File: src/rtl/alu_seq.sv
// alu_seq: registered, multi-cycle ALU that sits between the register file
// and the writeback mux. Operands are captured on START; the result is
// presented with a one-cycle DONE pulse and held until the next DONE.
//
// Ports:
//   CLK      - clock, all state changes on the rising edge
//   RESET_N  - synchronous active-low reset (aborts any in-flight op)
//   START    - request, sampled only while BUSY=0
//   OP, T    - operation code and mode/carry-in bit, captured with START
//   INPUTA   - operand A (rs), captured with START
//   INPUTB   - operand B (r0), captured with START; B[SHW:0] is the shift count
//   BUSY     - operation in progress (EXEC or FIN)
//   DONE     - one-cycle pulse, result outputs updated this cycle
//   OUT      - result, held until the next DONE
//   ZERO     - OUT==0, registered with OUT
//   CARRY    - carry / borrow / last-bit-out / high-half-nonzero flag
//   bOFFSET  - branch offset magnitude (changes on BRC or reset only)
//   bSIGN    - branch direction, 1 = backward
module alu_seq #(
  parameter int W   = 8,
  parameter int SHW = $clog2(W)
) (
  input  logic         CLK,
  input  logic         RESET_N,
  input  logic         START,
  input  logic [3:0]   OP,
  input  logic         T,
  input  logic [W-1:0] INPUTA,
  input  logic [W-1:0] INPUTB,
  output logic         BUSY,
  output logic         DONE,
  output logic [W-1:0] OUT,
  output logic         ZERO,
  output logic         CARRY,
  output logic [W-1:0] bOFFSET,
  output logic         bSIGN
);

  localparam logic [1:0] S_IDLE = 2'd0;
  localparam logic [1:0] S_EXEC = 2'd1;
  localparam logic [1:0] S_FIN  = 2'd2;

  localparam logic [3:0] OP_ADD = 4'd0;
  localparam logic [3:0] OP_SUB = 4'd1;
  localparam logic [3:0] OP_XOR = 4'd2;
  localparam logic [3:0] OP_AND = 4'd3;
  localparam logic [3:0] OP_OR  = 4'd4;
  localparam logic [3:0] OP_SHL = 4'd5;
  localparam logic [3:0] OP_SHR = 4'd6;
  localparam logic [3:0] OP_ASR = 4'd7;
  localparam logic [3:0] OP_MUL = 4'd8;
  localparam logic [3:0] OP_EQ  = 4'd9;
  localparam logic [3:0] OP_LTU = 4'd10;
  localparam logic [3:0] OP_BRC = 4'd11;
  localparam logic [3:0] OP_ACC = 4'd12;

  localparam logic [SHW:0] CNT_FULL = (SHW+1)'(W);
  localparam logic [SHW:0] CNT_ONE  = (SHW+1)'(1);
  localparam logic [W-1:0] OFS_ONE  = W'(1);

  // Shift counts of W or more all collapse to W iterations, which already
  // fully drains (or sign-fills) the operand.
  function automatic logic [SHW:0] sat_count(input logic [SHW:0] n);
    return (n >= CNT_FULL) ? CNT_FULL : n;
  endfunction

  // One shift iteration; returns {bit shifted out, shifted value}.
  function automatic logic [W:0] shift_step(input logic [3:0] op,
                                            input logic [W-1:0] v);
    case (op)
      OP_SHL:  return {v[W-1], v[W-2:0], 1'b0};
      OP_SHR:  return {v[0], 1'b0, v[W-1:1]};
      default: return {v[0], v[W-1], v[W-1:1]};
    endcase
  endfunction

  // Control / visible state (reset)
  logic [1:0]   state_q, state_d;
  logic         done_q, done_d;
  logic [W-1:0] out_q, out_d;
  logic         zero_q, zero_d;
  logic         carry_q, carry_d;
  logic [W-1:0] boff_q, boff_d;
  logic         bsign_q, bsign_d;

  // Captured operands and iteration datapath (not reset)
  logic [3:0]   op_q, op_d;
  logic         t_q, t_d;
  logic [W-1:0] a_q, a_d;
  logic [W-1:0] b_q, b_d;
  logic [W-1:0] acc_q, acc_d;   // shift value, or multiplier / low product half
  logic [W-1:0] hi_q, hi_d;     // high product half
  logic [SHW:0] cnt_q, cnt_d;   // remaining EXEC iterations
  logic         shc_q, shc_d;   // last bit shifted out

  logic [W:0]   add_res;
  logic [W:0]   sub_res;
  logic [W:0]   mul_sum;
  logic [W:0]   shift_res;
  logic [SHW:0] n_sat;
  logic signed [W-1:0] a_s;
  logic signed [W-1:0] b_s;
  logic [W-1:0] res;
  logic         res_c;
  logic         lt;

  assign add_res   = {1'b0, a_q} + {1'b0, b_q} + {{W{1'b0}}, t_q};
  // Bit W of the extended difference is the borrow.
  assign sub_res   = {1'b0, a_q} - {1'b0, b_q} - {{W{1'b0}}, t_q};
  // Shift-add step: conditionally add A into the high half, then the whole
  // {carry, hi, lo} word shifts right by one.
  assign mul_sum   = {1'b0, hi_q} + (acc_q[0] ? {1'b0, a_q} : {(W+1){1'b0}});
  assign shift_res = shift_step(op_q, acc_q);
  assign n_sat     = sat_count(INPUTB[SHW:0]);
  assign a_s       = a_q;
  assign b_s       = b_q;

  always_comb begin
    state_d = state_q;
    done_d  = 1'b0;
    out_d   = out_q;
    zero_d  = zero_q;
    carry_d = carry_q;
    boff_d  = boff_q;
    bsign_d = bsign_q;
    op_d    = op_q;
    t_d     = t_q;
    a_d     = a_q;
    b_d     = b_q;
    acc_d   = acc_q;
    hi_d    = hi_q;
    cnt_d   = cnt_q;
    shc_d   = shc_q;
    res     = '0;
    res_c   = 1'b0;
    lt      = 1'b0;

    case (state_q)
      S_IDLE: begin
        if (START) begin
          op_d  = OP;
          t_d   = T;
          a_d   = INPUTA;
          b_d   = INPUTB;
          hi_d  = '0;
          shc_d = 1'b0;
          acc_d = (OP == OP_MUL) ? INPUTB : INPUTA;
          if (OP == OP_MUL) begin
            cnt_d   = CNT_FULL;
            state_d = S_EXEC;
          end else if ((OP == OP_SHL || OP == OP_SHR || OP == OP_ASR) &&
                       (n_sat != '0)) begin
            cnt_d   = n_sat;
            state_d = S_EXEC;
          end else begin
            // Zero-count shifts fall through here with acc=A and carry 0.
            state_d = S_FIN;
          end
        end
      end

      S_EXEC: begin
        if (op_q == OP_MUL) begin
          hi_d  = mul_sum[W:1];
          acc_d = {mul_sum[0], acc_q[W-1:1]};
        end else begin
          shc_d = shift_res[W];
          acc_d = shift_res[W-1:0];
        end
        cnt_d = cnt_q - CNT_ONE;
        if (cnt_q == CNT_ONE) begin
          state_d = S_FIN;
        end
      end

      S_FIN: begin
        done_d  = 1'b1;
        state_d = S_IDLE;
        case (op_q)
          OP_ADD: begin
            res   = add_res[W-1:0];
            res_c = add_res[W];
          end
          OP_SUB: begin
            res   = sub_res[W-1:0];
            res_c = sub_res[W];
          end
          OP_XOR: res = a_q ^ b_q;
          OP_AND: res = a_q & b_q;
          OP_OR:  res = a_q | b_q;
          OP_SHL, OP_SHR, OP_ASR: begin
            res   = acc_q;
            res_c = shc_q;
          end
          OP_MUL: begin
            res   = t_q ? hi_q : acc_q;
            res_c = |hi_q;
          end
          OP_EQ:  res = {{(W-1){1'b0}}, (a_q == b_q) ^ t_q};
          OP_LTU: begin
            lt  = t_q ? (a_s < b_s) : (a_q < b_q);
            res = {{(W-1){1'b0}}, lt};
          end
          OP_ACC: res = a_q;
          default: res = '0;
        endcase

        // BRC touches only the branch outputs; OUT/ZERO/CARRY hold.
        if (op_q == OP_BRC) begin
          if (b_q == '0) begin
            boff_d  = a_q;
            bsign_d = t_q;
          end else begin
            boff_d  = OFS_ONE;
            bsign_d = 1'b0;
          end
        end else begin
          out_d   = res;
          zero_d  = (res == '0);
          carry_d = res_c;
        end
      end

      default: state_d = S_IDLE;
    endcase
  end

  always_ff @(posedge CLK) begin
    if (!RESET_N) begin
      state_q <= S_IDLE;
      done_q  <= 1'b0;
      out_q   <= '0;
      zero_q  <= 1'b1;
      carry_q <= 1'b0;
      boff_q  <= OFS_ONE;
      bsign_q <= 1'b0;
    end else begin
      state_q <= state_d;
      done_q  <= done_d;
      out_q   <= out_d;
      zero_q  <= zero_d;
      carry_q <= carry_d;
      boff_q  <= boff_d;
      bsign_q <= bsign_d;
    end
  end

  always_ff @(posedge CLK) begin
    op_q  <= op_d;
    t_q   <= t_d;
    a_q   <= a_d;
    b_q   <= b_d;
    acc_q <= acc_d;
    hi_q  <= hi_d;
    cnt_q <= cnt_d;
    shc_q <= shc_d;
  end

  assign BUSY    = (state_q != S_IDLE);
  assign DONE    = done_q;
  assign OUT     = out_q;
  assign ZERO    = zero_q;
  assign CARRY   = carry_q;
  assign bOFFSET = boff_q;
  assign bSIGN   = bsign_q;

endmodule
File: config.mk
export PLATFORM = sky130hd
export DESIGN_NAME = alu_seq
export DESIGN_NICKNAME = d
export VERILOG_FILES = /design/src/rtl/alu_seq.sv
export SDC_FILE = /design/constraint.sdc
export NUM_CORES = 1
export LEC_CHECK = 0
export CAP_MARGIN = 5
export CORE_MARGIN = 3
export CORE_UTILIZATION = 40
export DETAILED_ROUTE_END_ITERATION = 6
export GPL_TIMING_DRIVEN = 0
export PLACE_DENSITY_LB_ADDON = 0.1
export SETUP_SLACK_MARGIN = 0.05
export SYNTH_ARGS = -nofsm -noshare
export SYNTH_HDL_FRONTEND = slang
export SYNTH_SLANG_ARGS = --single-unit
File: constraint.sdc
create_clock -name CLK -period 5 [get_ports CLK]
set_clock_uncertainty 0.2 [all_clocks]
set_input_delay 1 -clock CLK [delete_from_list [all_inputs] [get_ports CLK]]
set_output_delay 1 -clock CLK [all_outputs]
set_load 0.005 [all_outputs]
==> results.cfg <==
[synthesis]
synth_nets = 591
yosysWarnings = 0
synthAdderAreaFrac_pct = 14.7
synth_compound_area_share_pct = 18.0
synth-edff-count = 42
syn_area_per_cell_um2 = 9.27
synth_cells = 514
synth_ff_type = edfxtp_1
synth_mux_area_share_pct = 2.94
synth_seq_area_share_pct = 35.7
synth_xor_area_share_pct = 2.94
netlist_area_mm2 = 0.00477
ys_ff_latch = 64
async_flop_share_pct = 0
synth_top_family_by_area = simple AND/OR/NAND/NOR gates
ys_types = 65
synth-simple-area-share_pct = 20.3

[power_and_ir_drop]
leakagePower_uw = 0.00224
ir_worst_vdd_mv = 0.182
swShare_pct = 31.4
powerDensity_mw_per_mm2 = 302
power_uw = 1720
p_sw_uw = 538
p_comb_share_pct = 25.7
p_int_uw = 1180
pwr-share-seq_pct = 38.1
pwr-share-clk_pct = 36.2

[placement]
io_buffers = 44
place.gp.congestion = 0.944
place_hpwl_um = 11300

[floorplanning]
ios = 45
coreArea_mm2 = 0.0115
dieArea_mm2 = 0.0133
die-width_um = 115
initial_utilization_pct = 41.4
num_rows = 39
die_y_um = 115

[sta]
max_freq_mhz = 233
setup_tns_ps = 0
period_minus_slack_ps = 4300
hold_viol = 0
slew_headroom_pct = 30.0
rsz0062_at_grt = no
worst_pin_slew_ps = 1040
finalSetupViolations = 0
slew_viol_final = 0
fin_crit_sh_pct = 85.9

[cts]
ctsResizeCount = 0
clk_path_buf_depth = 2
clkTransAtPathRegs_ps = 50
cts_tree = done
cts_htree_levels = 3
cts_sinks = 64
numCtsBuffers = 9
insertion_delay_ps = 340
cts_setup_buffers = 0
ctsHoldBuffers = 0
root_buffer = clkbuf_16

[worst_hold_path]
min_path_cells = 2
worstHoldPathType = reg -> reg

[final_layout]
fillers = 1123
nNetsFinal = 646
final_cell_mix = 49 x nor2_1, 48 x ha_1, 44 x clkdlybuf4s50_1
drive_gt1_share_pct = 6.62
final_common_cell = nor2_1
n_antenna_cell = 0
final-seq-area_mm2 = 0.00170
multi_input_area_mm2 = 0.00281
area_growth_pct = 19.3

[global_routing]
grt_pass1_wl_um = 22800
grt_usage_pct = 22.8
grt_max_degree = 23
antenna_found_initial = 0
grt_pass1_vias = 4101
grt_overflow_total = 0

[detailed_routing]
vias_per_cell = 5.75
vias = 4126
postRouteAntennaNets = 0
wl_um = 14300
wl_per_cell_um = 19.9
dr.pass1.iters = 5
drtIter0Drc = 279
drc = 0

[worst_setup_path]
crit_chain = clkbuf_1 > inv_1 > fa_1 > inv_1 > ha_1 > or2_1 > fa_1 > o21ai_1 > a211oi_1 > xor2_1 > a221o_1 > nor4_2 > a31o_1
rr_worst_depth = 13
cp-start-kind = flip-flop
slowest_stage = fa_1
cpPeakStageDelay_ps = 600
crit_type = reg -> reg
arrival_ps = 4380
setup.worst_path.end_class = flip-flop
crit_required_ps = 5080
cp_max_fo = 8

[run]
maxCapViolCount = 0

[status]
status = finished, final reports clean
## layer usage
metal,up-vias,global-route usage (%),routed length (µm)
met3,29,5.05,778
met1,1978,30.9,6410
met4,0,9.94,591
met5,-,0,0
li1,1983,-,-
met2,136,35.0,6510
## state kept, by name, summed over array words and instances, names as in the netlist
signal / cells
state_q: 2
bOFFSET: 8
acc_q: 8
shc_q: 1
ZERO: 1
op_q: 4
t_q: 1
CARRY: 1
DONE: 1
b_q: 8
bSIGN: 1
cnt_q: 4
hi_q: 8
a_q: 8
OUT: 8
## synth_stat cells, drive strengths merged, types with 5 or more instances
cell type / count / area (µm²)
inv: 39 / 146
nor2: 52 / 213
a211oi: 18 / 145
a21oi: 24 / 120
edfxtp: 42 / 1260
a221o: 5 / 50.1
dfxtp: 22 / 440
nor3: 11 / 55.1
clkbuf: 13 / 48.8
nand2b: 5 / 31.3
ha: 48 / 601
o21ai: 23 / 115
nand2: 35 / 131
fa: 5 / 100
a22oi: 9 / 67.6
xnor2: 9 / 78.8
o22ai: 8 / 56.3
nor3b: 5 / 37.5
xor2: 7 / 61.3
mux2i: 14 / 140
buf: 9 / 62.6
nor4: 9 / 62.6
nor2b: 21 / 131
and2: 9 / 56.3
nand3: 9 / 45.0
a31oi: 10 / 68.8
a221oi: 5 / 43.8
## kinds of logic (layout without fill, tap and decap cells)
group           Yosys count  count (layout)
buf+inv                  61             121
compound gates          125             125
xor+xnor                 16              16
simple gates            181             181
fa+ha+maj                53              53
flops                    64              64
mux                      14              14
## worst max-delay path, delay by kind of cell (launching register included)
family	cells	cell delay, ps
flops	1	370
xor+xnor	1	170
fa+ha+maj	3	1200
buf+inv	3	800
simple gates	2	560
compound gates	4	920
## per-stage QoR
stage	setup slack [ps]	util (%)	cell area [µm²]	cells	hold slack, ps
2_1_floorplan	1320	-	4770	514	285
6_report	704	49.4	5690	717	293
5_1_grt	303	49.4	5690	717	324
4_1_cts	627	49.4	5690	717	298
3_5_place_dp	658	46.8	5390	701	287
3_3_place_gp	653	46.8	5390	701	277
## power by group through the flow
stage          registers [µW]  logic [µW]  clock network (µW)
3_3_place_gp              664         432                   0
5_1_grt                   660         493                 662
6_report                  655         441                 621
2_1_floorplan             646         303                   0
4_1_cts                   655         441                 637
3_5_place_dp              666         436                   0
## final cells by class
cell class                 instances  share of cell area (%)
multi-input combinational        389                    49.4
sequential                        64                    29.9
timing repair buffer              44                    7.74
clock buffer                      11                    4.64
tap                              143                    3.14
inverter                          39                    2.57
buffer                            22                    1.96
clock inverter                     5                   0.682
## worst paths after layout
kind | startpoint | endpoint | slack, ps
max | t_q | ZERO | 700
min | OUT[1] | OUT[1] | 290
max reg2reg | t_q | ZERO | 700
min reg2reg | OUT[1] | OUT[1] | 290
Power figures use the tool's default switching activity.
